[src/rtl/ps2_pkg.sv]
// ps2_pkg: shared constants and types for the PS/2 key receiver.
//   - Scan-code byte constants for the prefixes and the self-test results.
//   - Decoder state encoding (exposed on the top-level debug port).
//   - Packed key event {ext, brk, code} as stored in the event FIFO.
package ps2_pkg;

  localparam logic [7:0] PS2_EXTENDED = 8'hE0;
  localparam logic [7:0] PS2_RELEASED = 8'hF0;
  localparam logic [7:0] PS2_BAT_OK   = 8'hAA;
  localparam logic [7:0] PS2_BAT_ERR  = 8'hFC;

  typedef enum logic [1:0] {
    DEC_IDLE    = 2'd0,
    DEC_EXT     = 2'd1,
    DEC_BRK     = 2'd2,
    DEC_EXT_BRK = 2'd3
  } dec_state_t;

  typedef struct packed {
    logic       ext;
    logic       brk;
    logic [7:0] code;
  } key_event_t;

endpackage

[src/rtl/ps2_frame_rx.sv]
// ps2_frame_rx: PS/2 line front end and frame assembler.
//   CLK, RST            board clock, synchronous active-high reset
//   PS2_CLK, PS2_DATA   raw asynchronous keyboard lines
//   BYTE_STB            1-cycle pulse, BYTE_DATA holds a frame that passed checks
//   BYTE_DATA           last good data byte (held)
//   FRAME_ERR           1-cycle pulse on a bad start/stop/parity
//   TIMEOUT             1-cycle pulse when a partial frame is abandoned
module ps2_frame_rx #(
  parameter int CLK_DIV       = 250,
  parameter int TIMEOUT_TICKS = 4000,
  parameter int FILTER_LEN    = 2
) (
  input  logic       CLK,
  input  logic       RST,
  input  logic       PS2_CLK,
  input  logic       PS2_DATA,
  output logic       BYTE_STB,
  output logic [7:0] BYTE_DATA,
  output logic       FRAME_ERR,
  output logic       TIMEOUT
);

  localparam int DW = $clog2(CLK_DIV);
  localparam int TW = $clog2(TIMEOUT_TICKS + 1);

  logic [1:0]    clk_sync;
  logic [1:0]    data_sync;
  logic [DW-1:0] div_cnt;
  logic          filt_clk;
  logic [3:0]    filt_cnt;
  logic [3:0]    bit_cnt;
  logic [9:0]    shift;
  logic [TW-1:0] tmo_cnt;

  logic s_clk;
  logic s_data;
  logic tick;
  logic fall;
  logic last_bit;
  logic frame_ok;

  assign s_clk  = clk_sync[1];
  assign s_data = data_sync[1];
  assign tick   = (div_cnt == DW'(CLK_DIV - 1));

  // The falling edge is recognised on the tick that delivers the
  // FILTER_LEN-th consecutive low sample, so data is taken on that same tick.
  assign fall     = tick && filt_clk && !s_clk && (filt_cnt == 4'(FILTER_LEN - 1));
  assign last_bit = fall && (bit_cnt == 4'd10);

  // shift[0] = start, shift[8:1] = data, shift[9] = parity; stop is live on s_data.
  assign frame_ok = !shift[0] && s_data && (^shift[9:1]);

  always_ff @(posedge CLK) begin
    if (RST) begin
      clk_sync  <= 2'b11;
      data_sync <= 2'b11;
      div_cnt   <= '0;
      filt_clk  <= 1'b1;
      filt_cnt  <= '0;
      bit_cnt   <= '0;
      shift     <= '0;
      tmo_cnt   <= '0;
      BYTE_STB  <= 1'b0;
      BYTE_DATA <= '0;
      FRAME_ERR <= 1'b0;
      TIMEOUT   <= 1'b0;
    end else begin
      clk_sync  <= {clk_sync[0], PS2_CLK};
      data_sync <= {data_sync[0], PS2_DATA};
      div_cnt   <= tick ? '0 : div_cnt + 1'b1;
      BYTE_STB  <= 1'b0;
      FRAME_ERR <= 1'b0;
      TIMEOUT   <= 1'b0;

      if (tick) begin
        if (s_clk != filt_clk) begin
          if (filt_cnt == 4'(FILTER_LEN - 1)) begin
            filt_clk <= s_clk;
            filt_cnt <= '0;
          end else begin
            filt_cnt <= filt_cnt + 1'b1;
          end
        end else begin
          filt_cnt <= '0;
        end
      end

      if (fall) begin
        tmo_cnt <= '0;
        if (last_bit) begin
          bit_cnt <= '0;
          if (frame_ok) begin
            BYTE_STB  <= 1'b1;
            BYTE_DATA <= shift[8:1];
          end else begin
            FRAME_ERR <= 1'b1;
          end
        end else begin
          shift   <= {s_data, shift[9:1]};
          bit_cnt <= bit_cnt + 1'b1;
        end
      end else if (tick && (bit_cnt != 4'd0)) begin
        if (tmo_cnt == TW'(TIMEOUT_TICKS - 1)) begin
          TIMEOUT <= 1'b1;
          bit_cnt <= '0;
          tmo_cnt <= '0;
        end else begin
          tmo_cnt <= tmo_cnt + 1'b1;
        end
      end
    end
  end

endmodule

[src/rtl/ps2_key_receiver.sv]
// ps2_key_receiver: PS/2 keyboard receiver with prefix decoding and event FIFO.
//   CLK, RST                      board clock, synchronous active-high reset
//   PS2_CLK, PS2_DATA             raw keyboard lines
//   KEY_READY / KEY_VALID         event handshake: an event transfers in every
//                                 cycle where both are high; while KEY_READY is
//                                 low the head event is held stable
//   KEY_CODE, KEY_EXT, KEY_BREAK  head event fields (0 when the FIFO is empty)
//   RAW_CODE, RAW_STB             last good byte incl. prefixes, and its update pulse
//   FRAME_ERR, TIMEOUT, OVERFLOW, BAT_OK, BAT_ERR   1-cycle status pulses
//   DBG_STATE                     current decoder state
module ps2_key_receiver
  import ps2_pkg::*;
#(
  parameter int CLK_DIV       = 250,
  parameter int TIMEOUT_TICKS = 4000,
  parameter int FILTER_LEN    = 2,
  parameter int FIFO_DEPTH    = 4
) (
  input  logic       CLK,
  input  logic       RST,
  input  logic       PS2_CLK,
  input  logic       PS2_DATA,
  input  logic       KEY_READY,
  output logic       KEY_VALID,
  output logic [7:0] KEY_CODE,
  output logic       KEY_EXT,
  output logic       KEY_BREAK,
  output logic [7:0] RAW_CODE,
  output logic       RAW_STB,
  output logic       FRAME_ERR,
  output logic       TIMEOUT,
  output logic       OVERFLOW,
  output logic       BAT_OK,
  output logic       BAT_ERR,
  output logic [1:0] DBG_STATE
);

  localparam int AW = $clog2(FIFO_DEPTH);

  logic       rx_stb;
  logic [7:0] rx_byte;
  logic       rx_err;

  ps2_frame_rx #(
    .CLK_DIV      (CLK_DIV),
    .TIMEOUT_TICKS(TIMEOUT_TICKS),
    .FILTER_LEN   (FILTER_LEN)
  ) u_frame_rx (
    .CLK      (CLK),
    .RST      (RST),
    .PS2_CLK  (PS2_CLK),
    .PS2_DATA (PS2_DATA),
    .BYTE_STB (rx_stb),
    .BYTE_DATA(rx_byte),
    .FRAME_ERR(rx_err),
    .TIMEOUT  (TIMEOUT)
  );

  assign RAW_STB   = rx_stb;
  assign RAW_CODE  = rx_byte;
  assign FRAME_ERR = rx_err;

  // Decoder
  dec_state_t state_q;
  dec_state_t state_d;
  logic       push;
  key_event_t push_ev;

  always_ff @(posedge CLK) begin
    if (RST) state_q <= DEC_IDLE;
    else     state_q <= state_d;
  end

  always_comb begin
    state_d = state_q;
    push    = 1'b0;
    push_ev = '0;
    BAT_OK  = 1'b0;
    BAT_ERR = 1'b0;
    if (rx_err) begin
      state_d = DEC_IDLE;
    end else if (rx_stb) begin
      if (rx_byte == PS2_EXTENDED) begin
        // An E0 anywhere restarts an extended sequence.
        state_d = DEC_EXT;
      end else if (rx_byte == PS2_RELEASED) begin
        // F0 only extends EXT; elsewhere it restarts a plain break.
        state_d = (state_q == DEC_EXT) ? DEC_EXT_BRK : DEC_BRK;
      end else begin
        state_d      = DEC_IDLE;
        push_ev.code = rx_byte;
        case (state_q)
          DEC_IDLE: begin
            if (rx_byte == PS2_BAT_OK)       BAT_OK  = 1'b1;
            else if (rx_byte == PS2_BAT_ERR) BAT_ERR = 1'b1;
            else                             push    = 1'b1;
          end
          DEC_EXT: begin
            push        = 1'b1;
            push_ev.ext = 1'b1;
          end
          DEC_BRK: begin
            push        = 1'b1;
            push_ev.brk = 1'b1;
          end
          DEC_EXT_BRK: begin
            push        = 1'b1;
            push_ev.ext = 1'b1;
            push_ev.brk = 1'b1;
          end
          default: push = 1'b0;
        endcase
      end
    end
  end

  assign DBG_STATE = state_q;

  // Event FIFO, show-ahead
  key_event_t mem [FIFO_DEPTH];
  logic [AW:0] wr_ptr;
  logic [AW:0] rd_ptr;
  logic        empty;
  logic        full;
  logic        pop;
  logic        do_push;
  key_event_t  head;

  assign empty   = (wr_ptr == rd_ptr);
  assign full    = (wr_ptr[AW] != rd_ptr[AW]) && (wr_ptr[AW-1:0] == rd_ptr[AW-1:0]);
  assign pop     = KEY_VALID && KEY_READY;
  // A pop in the same cycle frees the slot a full FIFO needs.
  assign do_push = push && (!full || pop);

  always_ff @(posedge CLK) begin
    if (do_push) mem[wr_ptr[AW-1:0]] <= push_ev;
  end

  always_ff @(posedge CLK) begin
    if (RST) begin
      wr_ptr   <= '0;
      rd_ptr   <= '0;
      OVERFLOW <= 1'b0;
    end else begin
      if (do_push) wr_ptr <= wr_ptr + 1'b1;
      if (pop)     rd_ptr <= rd_ptr + 1'b1;
      OVERFLOW <= push && full && !pop;
    end
  end

  assign head      = mem[rd_ptr[AW-1:0]];
  assign KEY_VALID = !empty;
  assign KEY_CODE  = empty ? 8'h00 : head.code;
  assign KEY_EXT   = !empty && head.ext;
  assign KEY_BREAK = !empty && head.brk;

endmodule

[config.mk]
export PLATFORM = sky130hd
export DESIGN_NAME = ps2_key_receiver
export DESIGN_NICKNAME = d
export VERILOG_FILES = /design/src/rtl/ps2_pkg.sv /design/src/rtl/ps2_frame_rx.sv /design/src/rtl/ps2_key_receiver.sv
export SDC_FILE = /design/constraint.sdc
export NUM_CORES = 1
export LEC_CHECK = 0
export ABC_AREA = 1
export BUFFER_PORTS_ARGS = -buffer_cell sky130_fd_sc_hd__buf_4
export CAP_MARGIN = 20
export CORE_UTILIZATION = 25
export DETAILED_ROUTE_END_ITERATION = 7
export HOLD_SLACK_MARGIN = 0.02
export PLACE_DENSITY = 0.48
export SLEW_MARGIN = 20
export SYNTH_ARGS = -nofsm -noshare
export SYNTH_HDL_FRONTEND = slang
export SYNTH_SLANG_ARGS = --single-unit
[constraint.sdc]
create_clock -name CLK -period 1.8 [get_ports CLK]
set_input_delay 0 -clock CLK [delete_from_list [all_inputs] [get_ports CLK]]
set_output_delay 0 -clock CLK [all_outputs]
set_load 0.05 [all_outputs]
==> flow_summary.json, run 1 <==
{
  "status": "finished clean",
  "grt_start_max_net_pins": 23,
  "cts_buffers": 9,
  "drc": 0,
  "ys.flop_type": "dfxtp_1",
  "p_leak_uw": 0.00239,
  "synth_cells": 577,
  "synth_compound_gate_area_share_pct": 9.90,
  "wl_mm": 11.0,
  "grt_pass1_vias": 3645,
  "final.period_utilization_pct": 98.3,
  "gr-total-overflow": 0,
  "synthMuxAreaShare_pct": 0,
  "dr_total_vias": 3898,
  "num_antenna_cells": 0,
  "ys_types": 40,
  "area_growth_pct": 28.6,
  "drive_above_1_share_pct": 23.5,
  "sequentialPowerShare_pct": 49.4,
  "synth_area_mm2": 0.00486,
  "pwr-share-clk_pct": 39.4,
  "criticalPathCategory": "register to register",
  "ys_async_sr_fraction_pct": 0,
  "crit_path_end_kind": "register",
  "synth-simple-area-share_pct": 26.2,
  "synth.area.top_cells": "dfxtp_1 (27%), edfxtp_1 (25%), nand2_1 (7.9%)",
  "mostFrequentLayoutCells": "nand2_1 (96), nor2_1 (84), inv_1 (75)",
  "io_pins": 32,
  "final.min_clock_period_ns": 1.77,
  "synth-adder-area-share_pct": 3.34,
  "placed_area_mm2": 0.00554,
  "grt_pass1_wl_mm": 17.3,
  "final_common_cell": "nand2_1",
  "dr.first_iter.drc_count": 165,
  "dieArea_mm2": 0.0200,
  "whs_path_depth": 4,
  "power_uw": 5070,
  "fillers": 1988,
  "swShare_pct": 28.0,
  "hpwl_mm": 7.91,
  "clk_path_buf_depth": 2,
  "slew_violations": 0,
  "peakVddDrop_mv": 0.421,
  "vias_per_cell": 4.29,
  "antenna_found_initial": 0,
  "synth-edff-count": 40,
  "synth_top_family_by_area": "simple AND/OR/NAND/NOR gates",
  "die_w_um": 141,
  "cts_tree": "built",
  "power_frac_comb_pct": 11.2,
  "final_area_mm2": 0.00626,
  "ys_seq_area_share_pct": 51.4,
  "max_slew.worst_pin.slew_ns": 0.493,
  "intPower_uw": 3650,
  "std_cell_rows": 50,
  "hold_viol": 0,
  "cp.required_ns": 1.89,
  "yosysTopAreaCell": "dfxtp_1",
  "start_kind": "register",
  "clk_pin_slew_ns": 0.08,
  "slew_headroom_pct": 67.1,
  "syn_avg_cell_area_um2": 8.43,
  "antenna_left": 0,
  "ys_seq_elements": 105,
  "wire_per_inst_um": 12.1,
  "synth.top_cell.area_share_pct": 26.7,
  "power.density_mw_per_mm2": 811,
  "setup_viol": 0,
  "clock_skew_ns": 0.00835,
  "setup_tns_ns": 0,
  "root_buffer": "clkbuf_16",
  "first_pass_iters": 4,
  "cp_max_fo": 7,
  "fin_util_pct": 33.1,
  "grt_usage_pct": 10.9,
  "hp-class": "input port to register",
  "crit_arrival_ns": 1.86,
  "max_freq_ghz": 0.565,
  "clock_latency_ns": 0.36,
  "gp_congestion": 0.761,
  "yosysWarnings": 0,
  "cts_max_level": 3,
  "die_h_um": 141,
  "port_buffers": 31,
  "mappedNetlistNets": 595,
  "stdcell_count": 908,
  "synthXorXnorAreaFrac_pct": 1.62,
  "cts.sinks": 105,
  "drv_cap": 0,
  "start_util_pct": 25.7,
  "nets": 661,
  "rsz0062_at_grt": "yes",
  "core_area_mm2": 0.0189,
  "switching_power_uw": 1420,
  "rr_worst_depth": 9,
  "placedCellCount": 868
}
stage by stage:
stage | hold WS [ns] | worst slack [ns]
final | 0.0426 | 0.0299
after floorplan | 0.104 | -0.00941
after global routing | 0.0666 | -0.0466
after detailed placement | 0.189 | 0.0176
after global placement | 0.190 | 0.0338
after CTS | 0.0242 | -0.0147
per-layer routing:
layer | share of wire, % | GRT usage [%]
met5 | 0 | 0
met4 | 1.3 | 3.74
met3 | 2.5 | 2.56
met2 | 49 | 18.4
met1 | 47 | 13.7
state kept, by name (all words and copies together), names as in the netlist, named ones only:
| signal | cells |
|---|---|
| DBG_STATE | 2 |
| OVERFLOW | 1 |
| mem | 40 |
| rd_ptr | 3 |
| u_frame_rx.BYTE_DATA | 8 |
| u_frame_rx.BYTE_STB | 1 |
| u_frame_rx.FRAME_ERR | 1 |
| u_frame_rx.TIMEOUT | 1 |
| u_frame_rx.bit_cnt | 4 |
| u_frame_rx.clk_sync | 2 |
| u_frame_rx.data_sync | 2 |
| u_frame_rx.div_cnt | 8 |
| u_frame_rx.filt_clk | 1 |
| u_frame_rx.filt_cnt | 4 |
| u_frame_rx.shift | 10 |
| u_frame_rx.tmo_cnt | 12 |
| wr_ptr | 3 |
timing repair:
item | in CTS | in global routing
endpoints found under the setup margin | 22 | 86
hold endpoints to repair | 9 | 0
hold buffers | 5 | 0
cloned | 0 | 3
resized for setup | 5 | 48
pin swaps | 2 | 16
setup buffers | 1 | 15
final timing paths:
kind                                         from  slack, ns                                  to
min                                     KEY_READY       0.04                            register
max reg2reg  u_frame_rx.BYTE_DATA[0]$_SDFFE_PP0P_       0.03                 mem[2][4]$_DFFE_PP_
min reg2reg    u_frame_rx.data_sync[0]$_SDFF_PP1_       0.42  u_frame_rx.data_sync[1]$_SDFF_PP1_
max          u_frame_rx.BYTE_DATA[0]$_SDFFE_PP0P_       0.03                 mem[2][4]$_DFFE_PP_
worst max-delay path: stages, from the launching register on:
cell and delay, ns:
dfxtp_4 0.38, inv_4 0.04, nand4_1 0.16, inv_1 0.07, nand2_2 0.08, nand2_2 0.07, nor2_4 0.14, nand3_4 0.17
nor2_4 0.22, clkbuf_16 0.17
cell families (layout without fill, tap and decap cells):
| kind of cell | count (synthesis) | in the layout |
|---|---|---|
| adder cells (fa/ha/maj) | 13 | 13 |
| AND/OR/NAND/NOR | 273 | 275 |
| buffers and inverters | 96 | 165 |
| XOR/XNOR | 9 | 9 |
| flip-flops | 105 | 105 |
| AO/OA/AOI/OAI | 81 | 81 |
synthesized netlist by cell type (all sizes together) (2+ instances only):
master / number
or2: 7
nor3b: 6
o211ai: 3
nor3: 10
ha: 13
nand3b: 3
buf: 3
nand3: 25
nand4: 17
dfxtp: 65
nor2: 97
inv: 83
a21oi: 30
nor4: 2
xor2: 5
clkbuf: 10
edfxtp: 40
o21a: 2
o21ai: 31
o32ai: 11
nand2: 106
xnor2: 4
cell type report:
class,count,area [µm²],share of cell area (%)
sequential,105,2530,40.5
inverter,83,324,5.18
tap,260,325,5.20
clock inverter,7,83.8,1.34
clock buffer,9,225,3.60
multi-input combinational,378,2190,35.0
timing repair buffer,66,577,9.22
power groups by stage:
| stage | Combinational, µW | Clock (µW) | Sequential, µW |
|---|---|---|---|
| floorplan | 407 | 0 | 2530 |
| global placement | 532 | 0 | 2550 |
| detailed placement | 538 | 0 | 2550 |
| CTS | 547 | 2080 | 2500 |
| global route | 618 | 2140 | 2510 |
| finish | 570 | 2000 | 2500 |
No activity file was read; power rests on OpenSTA's default activity.
==> run 2, diff against run 1 <==
--- a/config.mk
+++ b/config.mk
@@ -8,6 +8,7 @@
 export ABC_AREA = 1
 export BUFFER_PORTS_ARGS = -buffer_cell sky130_fd_sc_hd__buf_4
 export CAP_MARGIN = 20
+export CORE_ASPECT_RATIO = 2
 export CORE_UTILIZATION = 25
 export DETAILED_ROUTE_END_ITERATION = 7
 export HOLD_SLACK_MARGIN = 0.02
==> flow_summary.json, run 2 (synthesized netlist as in run 1, its figures left out) <==
{
  "worstSetupStartpoint": "u_frame_rx.BYTE_DATA[5]$_SDFFE_PP0P_",
  "final_common_cell": "nand2_1",
  "drive_above_1_share_pct": 23.5,
  "fin_util_pct": 32.7,
  "max_slew.worst_pin.slew_ns": 0.463,
  "status": "finished clean",
  "crit_top_cell": "nor2_4",
  "mostFrequentLayoutCells": "nand2_1 (98), nor2_1 (79), inv_1 (74)",
  "rr_startpoint": "u_frame_rx.BYTE_DATA[5]$_SDFFE_PP0P_",
  "final.min_clock_period_ns": 1.74,
  "pwr-share-clk_pct": 37.7,
  "clock_skew_ns": 0.00966,
  "crit_arrival_ns": 1.81,
  "max_freq_ghz": 0.574,
  "hp-start": "KEY_READY",
  "peakVddDrop_mv": 0.460,
  "start_util_pct": 25.7,
  "critPathSlowestCell": "dfxtp_2",
  "p_leak_uw": 0.00237,
  "grt_pass1_vias": 3921,
  "criticalPathCategory": "register to register",
  "vias_per_cell": 4.36,
  "crit_path_end_kind": "register",
  "first_pass_iters": 4,
  "drc": 0,
  "final.period_utilization_pct": 96.7,
  "std_cell_rows": 71,
  "gr-total-overflow": 0,
  "hold_viol": 0,
  "cp_max_fo": 5,
  "grt_start_max_net_pins": 21,
  "power_frac_comb_pct": 12.1,
  "largest_reg_flops": 40,
  "drv_cap": 0,
  "setup_viol": 0,
  "rsz0062_at_grt": "yes",
  "swShare_pct": 26.9,
  "grt_pass1_wl_mm": 18.3,
  "antenna_left": 0,
  "seqCellArea_mm2": 0.00253,
  "core_area_mm2": 0.0189,
  "dieArea_mm2": 0.0201,
  "dr_total_vias": 3931,
  "slew_headroom_pct": 69.1,
  "hp-class": "input port to register",
  "area_growth_pct": 27.3,
  "cts_tree": "built",
  "grt_usage_pct": 11.8,
  "dr.first_iter.drc_count": 132,
  "root_buffer": "clkbuf_16",
  "io_pins": 32,
  "cp_slowest_stage_delay_ns": 0.33,
  "start_kind": "register",
  "clk_pin_slew_ns": 0.08,
  "die_w_um": 101,
  "cts_buffers": 9,
  "wl_mm": 11.3,
  "die_h_um": 199,
  "num_antenna_cells": 0,
  "sequentialPowerShare_pct": 50.2,
  "multiInputGateArea_mm2": 0.00215,
  "gp_congestion": 0.825,
  "wire_per_inst_um": 12.6,
  "slew_violations": 0,
  "crit_chain": "inv_2 > nor2_1 > nor3b_2 > buf_4 > nor2_4 > nand3_4 > nor2_4 > clkbuf_16",
  "fillers": 1955,
  "clock_latency_ns": 0.35,
  "antenna_found_initial": 0,
  "cts_max_level": 3,
  "hpwl_mm": 8.57,
  "cp.required_ns": 1.87,
  "cts.sinks": 105,
  "nets": 659,
  "switching_power_uw": 1330,
  "clk_path_buf_depth": 2,
  "port_buffers": 31,
  "power.density_mw_per_mm2": 797,
  "intPower_uw": 3610,
  "placedCellCount": 869,
  "stdcell_count": 901
}
[run 2: area by class of cell]
class / instances / share of cell area, %
clock inverters: 6 / 0.828
clock buffers: 10 / 3.70
flip-flops and latches: 105 / 40.8
repair buffers: 66 / 9.46
well taps: 255 / 5.15
multi-input cells: 376 / 34.8
inverters: 83 / 5.25
[run 2: timing repair]
item,in CTS,in global routing
cloned,0,1
setup endpoints to repair,13,106
endpoints found under the hold margin,7,0
setup buffers,0,12
hold buffers,3,0
pin swaps,1,14
gates resized for setup,2,48
[run 2: routing by layer]
| metal | routed length [µm] | track usage (%) |
|---|---|---|
| met1 | 4260 | 11.4 |
| met3 | 270 | 1.75 |
| met4 | 299 | 5.15 |
| met5 | 0 | 0 |
| met2 | 6490 | 23.8 |
[run 2: metrics by stage]
step | hold WS [ns] | setup WS, ns | power, µW | instance area [µm²] | TNS, ns
after floorplan | 0.104 | -0.00941 | 2930 | 4940 | -0.188
after global placement | 0.194 | 0.0124 | 3100 | 5600 | 0
after detailed placement | 0.191 | 0.0106 | 3110 | 5600 | 0
after CTS | 0.0308 | 0.0107 | 4990 | 5920 | 0
after global routing | 0.0695 | -0.0892 | 5130 | 6190 | -0.403
final | 0.0459 | 0.0588 | 4940 | 6190 | 0
[run 2: final timing paths]
| path | depth (start not counted) | to | slack, ns |
|---|---|---|---|
| setup / recovery | 8 | mem[2][4]$_DFFE_PP_ | 0.06 |
| hold reg to reg | 1 | u_frame_rx.data_sync[1]$_SDFF_PP1_ | 0.42 |
| hold / removal | 4 | OVERFLOW$_SDFF_PP0_ | 0.05 |
| setup reg to reg | 8 | mem[2][4]$_DFFE_PP_ | 0.06 |
[run 2: power by group through the flow]
stage	Combinational, µW	Sequential (µW)	Clock [µW]
detailed placement	575	2530	0
floorplan	407	2530	0
global route	649	2480	2000
CTS	583	2480	1930
finish	597	2480	1860
global placement	569	2530	0
[run 2: critical path, delay by kind of cell (launching register included)]
family,cells,cell delay (ns)
DFF,1,0.33
and+or+nand+nor,5,0.70
buffers and inverters,3,0.43
==> run 3, diff against run 2 <==
--- a/config.mk
+++ b/config.mk
@@ -13,6 +13,7 @@
 export DETAILED_ROUTE_END_ITERATION = 7
 export HOLD_SLACK_MARGIN = 0.02
 export PLACE_DENSITY = 0.48
+export SETUP_SLACK_MARGIN = 0.2
 export SLEW_MARGIN = 20
 export SYNTH_ARGS = -nofsm -noshare
 export SYNTH_HDL_FRONTEND = slang
==> flow_summary.json, run 3 (synthesized netlist as in run 1, its figures left out) <==
{
  "status": "finished clean",
  "clock_latency_ns": 0.35,
  "cp_slowest_stage_delay_ns": 0.36,
  "mostFrequentLayoutCells": "nand2_1 (80), nor2_1 (79), inv_1 (65)",
  "max_freq_ghz": 0.575,
  "rr_worst_depth": 9,
  "std_cell_rows": 71,
  "peakVddDrop_mv": 0.391,
  "vias_per_cell": 4.43,
  "cts.sinks": 105,
  "whs_path_depth": 3,
  "root_buffer": "clkbuf_16",
  "drc": 0,
  "critical_path_cell_count": 9,
  "p_leak_uw": 0.00247,
  "port_buffers": 31,
  "num_antenna_cells": 0,
  "dp_slack_ns": 0.0462,
  "hold_viol": 0,
  "nets": 676,
  "dieArea_mm2": 0.0201,
  "setup_viol": 0,
  "wl_mm": 12.0,
  "area_growth_pct": 37.7,
  "fin_util_pct": 35.4,
  "setup_ws_ns": 0.0612,
  "start_util_pct": 25.7,
  "power.density_mw_per_mm2": 777,
  "cp.required_ns": 1.87,
  "clock_skew_ns": 0.00732,
  "critPathSlowestCell": "dfxtp_4",
  "grt_pass1_wl_mm": 18.5,
  "slew_violations": 0,
  "criticalPathCategory": "register to register",
  "dr_total_vias": 4066,
  "met3_usage_pct": 1.68,
  "path_delay_family": "simple AND/OR/NAND/NOR gates",
  "grt_pass1_vias": 3965,
  "crit_path_end_kind": "register",
  "cp_max_fo": 10,
  "crit_chain": "inv_4 > nand4_1 > inv_1 > nand2_1 > nand2_2 > nor2_4 > nand3_4 > nor2_4 > buf_12",
  "cts_max_level": 3,
  "antenna_found_initial": 0,
  "crit_top_cell": "nor2_4",
  "final.period_utilization_pct": 96.6,
  "cp_num_buf_inv": 3,
  "hp-class": "input port to register",
  "grt_usage_pct": 12.1,
  "clk_path_buf_depth": 2,
  "io_pins": 32,
  "core_area_mm2": 0.0189,
  "placed_area_mm2": 0.00564,
  "crit_arrival_ns": 1.81,
  "setup_tns_ns": 0,
  "grt.met2_usage_pct": 25.0,
  "die_h_um": 199,
  "largest_reg_flops": 40,
  "cts_buffers": 9,
  "final_common_cell": "nand2_1",
  "wire_per_inst_um": 13.1,
  "cts_tree": "built",
  "final_area_mm2": 0.00670,
  "gp_congestion": 0.797,
  "slew_headroom_pct": 67.9,
  "drv_cap": 0,
  "clk_pin_slew_ns": 0.08,
  "gr-total-overflow": 0,
  "rsz0062_at_grt": "yes",
  "placedCellCount": 870,
  "max_slew.worst_pin.slew_ns": 0.481,
  "hpwl_mm": 8.70,
  "stdcell_count": 918,
  "dr.first_iter.drc_count": 118,
  "first_pass_iters": 4,
  "drive_above_1_share_pct": 35.6,
  "antenna_left": 0,
  "grt_start_max_net_pins": 21,
  "busiest_layer": "met2",
  "use_met1_pct": 10.9,
  "final.min_clock_period_ns": 1.74,
  "start_kind": "register",
  "die_w_um": 101
}
run 3: area by class of cell:
type	count	area (µm²)
Tap cell	255	319
Inverter	83	332
Timing Repair Buffer	83	801
Sequential cell	105	2540
Clock buffer	10	239
Clock inverter	6	56.3
Multi-Input combinational cell	376	2410
Fill cell	1921	12200
run 3: path summary, 6_finish.rpt:
| check | from | slack [ns] | endpoint |
|---|---|---|---|
| setup / recovery | u_frame_rx.BYTE_DATA[1]$_SDFFE_PP0P_ | 0.06 | mem[1][6]$_DFFE_PP_ |
| setup reg to reg | u_frame_rx.BYTE_DATA[1]$_SDFFE_PP0P_ | 0.06 | mem[1][6]$_DFFE_PP_ |
| hold / removal | PS2_DATA | 0.38 | u_frame_rx.data_sync[0]$_SDFF_PP1_ |
| hold reg to reg | u_frame_rx.data_sync[0]$_SDFF_PP1_ | 0.41 | u_frame_rx.data_sync[1]$_SDFF_PP1_ |
run 3: worst min-delay path: cells and delay by family:
family | cells | cell delay (ns)
buffers and inverters | 2 | 0.61
AND/OR/NAND/NOR | 1 | 0.09
run 3: per-layer routing:
layer | share of wire (%) | vias to the layer above
met4 | 3.9 | 0
met1 | 35 | 1918
li1 | - | 2060
met5 | 0 | -
met3 | 2.0 | 33
met2 | 59 | 55
run 3: repair_timing:
item,in CTS,in global routing
endpoints found under the hold margin,11,0
buffers inserted,11,12
hold buffers,5,0
setup endpoints to repair,109,112
gates cloned,1,3
gates resized for setup,64,95
pin swaps,10,32
run 3: stage by stage:
stage / hold slack (ns) / total power [µW]
after global placement: 0.193 / 3120
final: 0.383 / 5200
after detailed placement: 0.194 / 3120
after global routing: 0.394 / 5410
after CTS: 0.384 / 5250
after floorplan: 0.104 / 2930
run 3: where the power goes:
part	internal, µW	total (µW)	switching, µW	leakage, µW
Sequential	2460	2480	19.9	0.000817
Clock	1010	1950	939	0.000144
Combinational	298	773	475	0.00151
Total	3770	5200	1430	0.00247
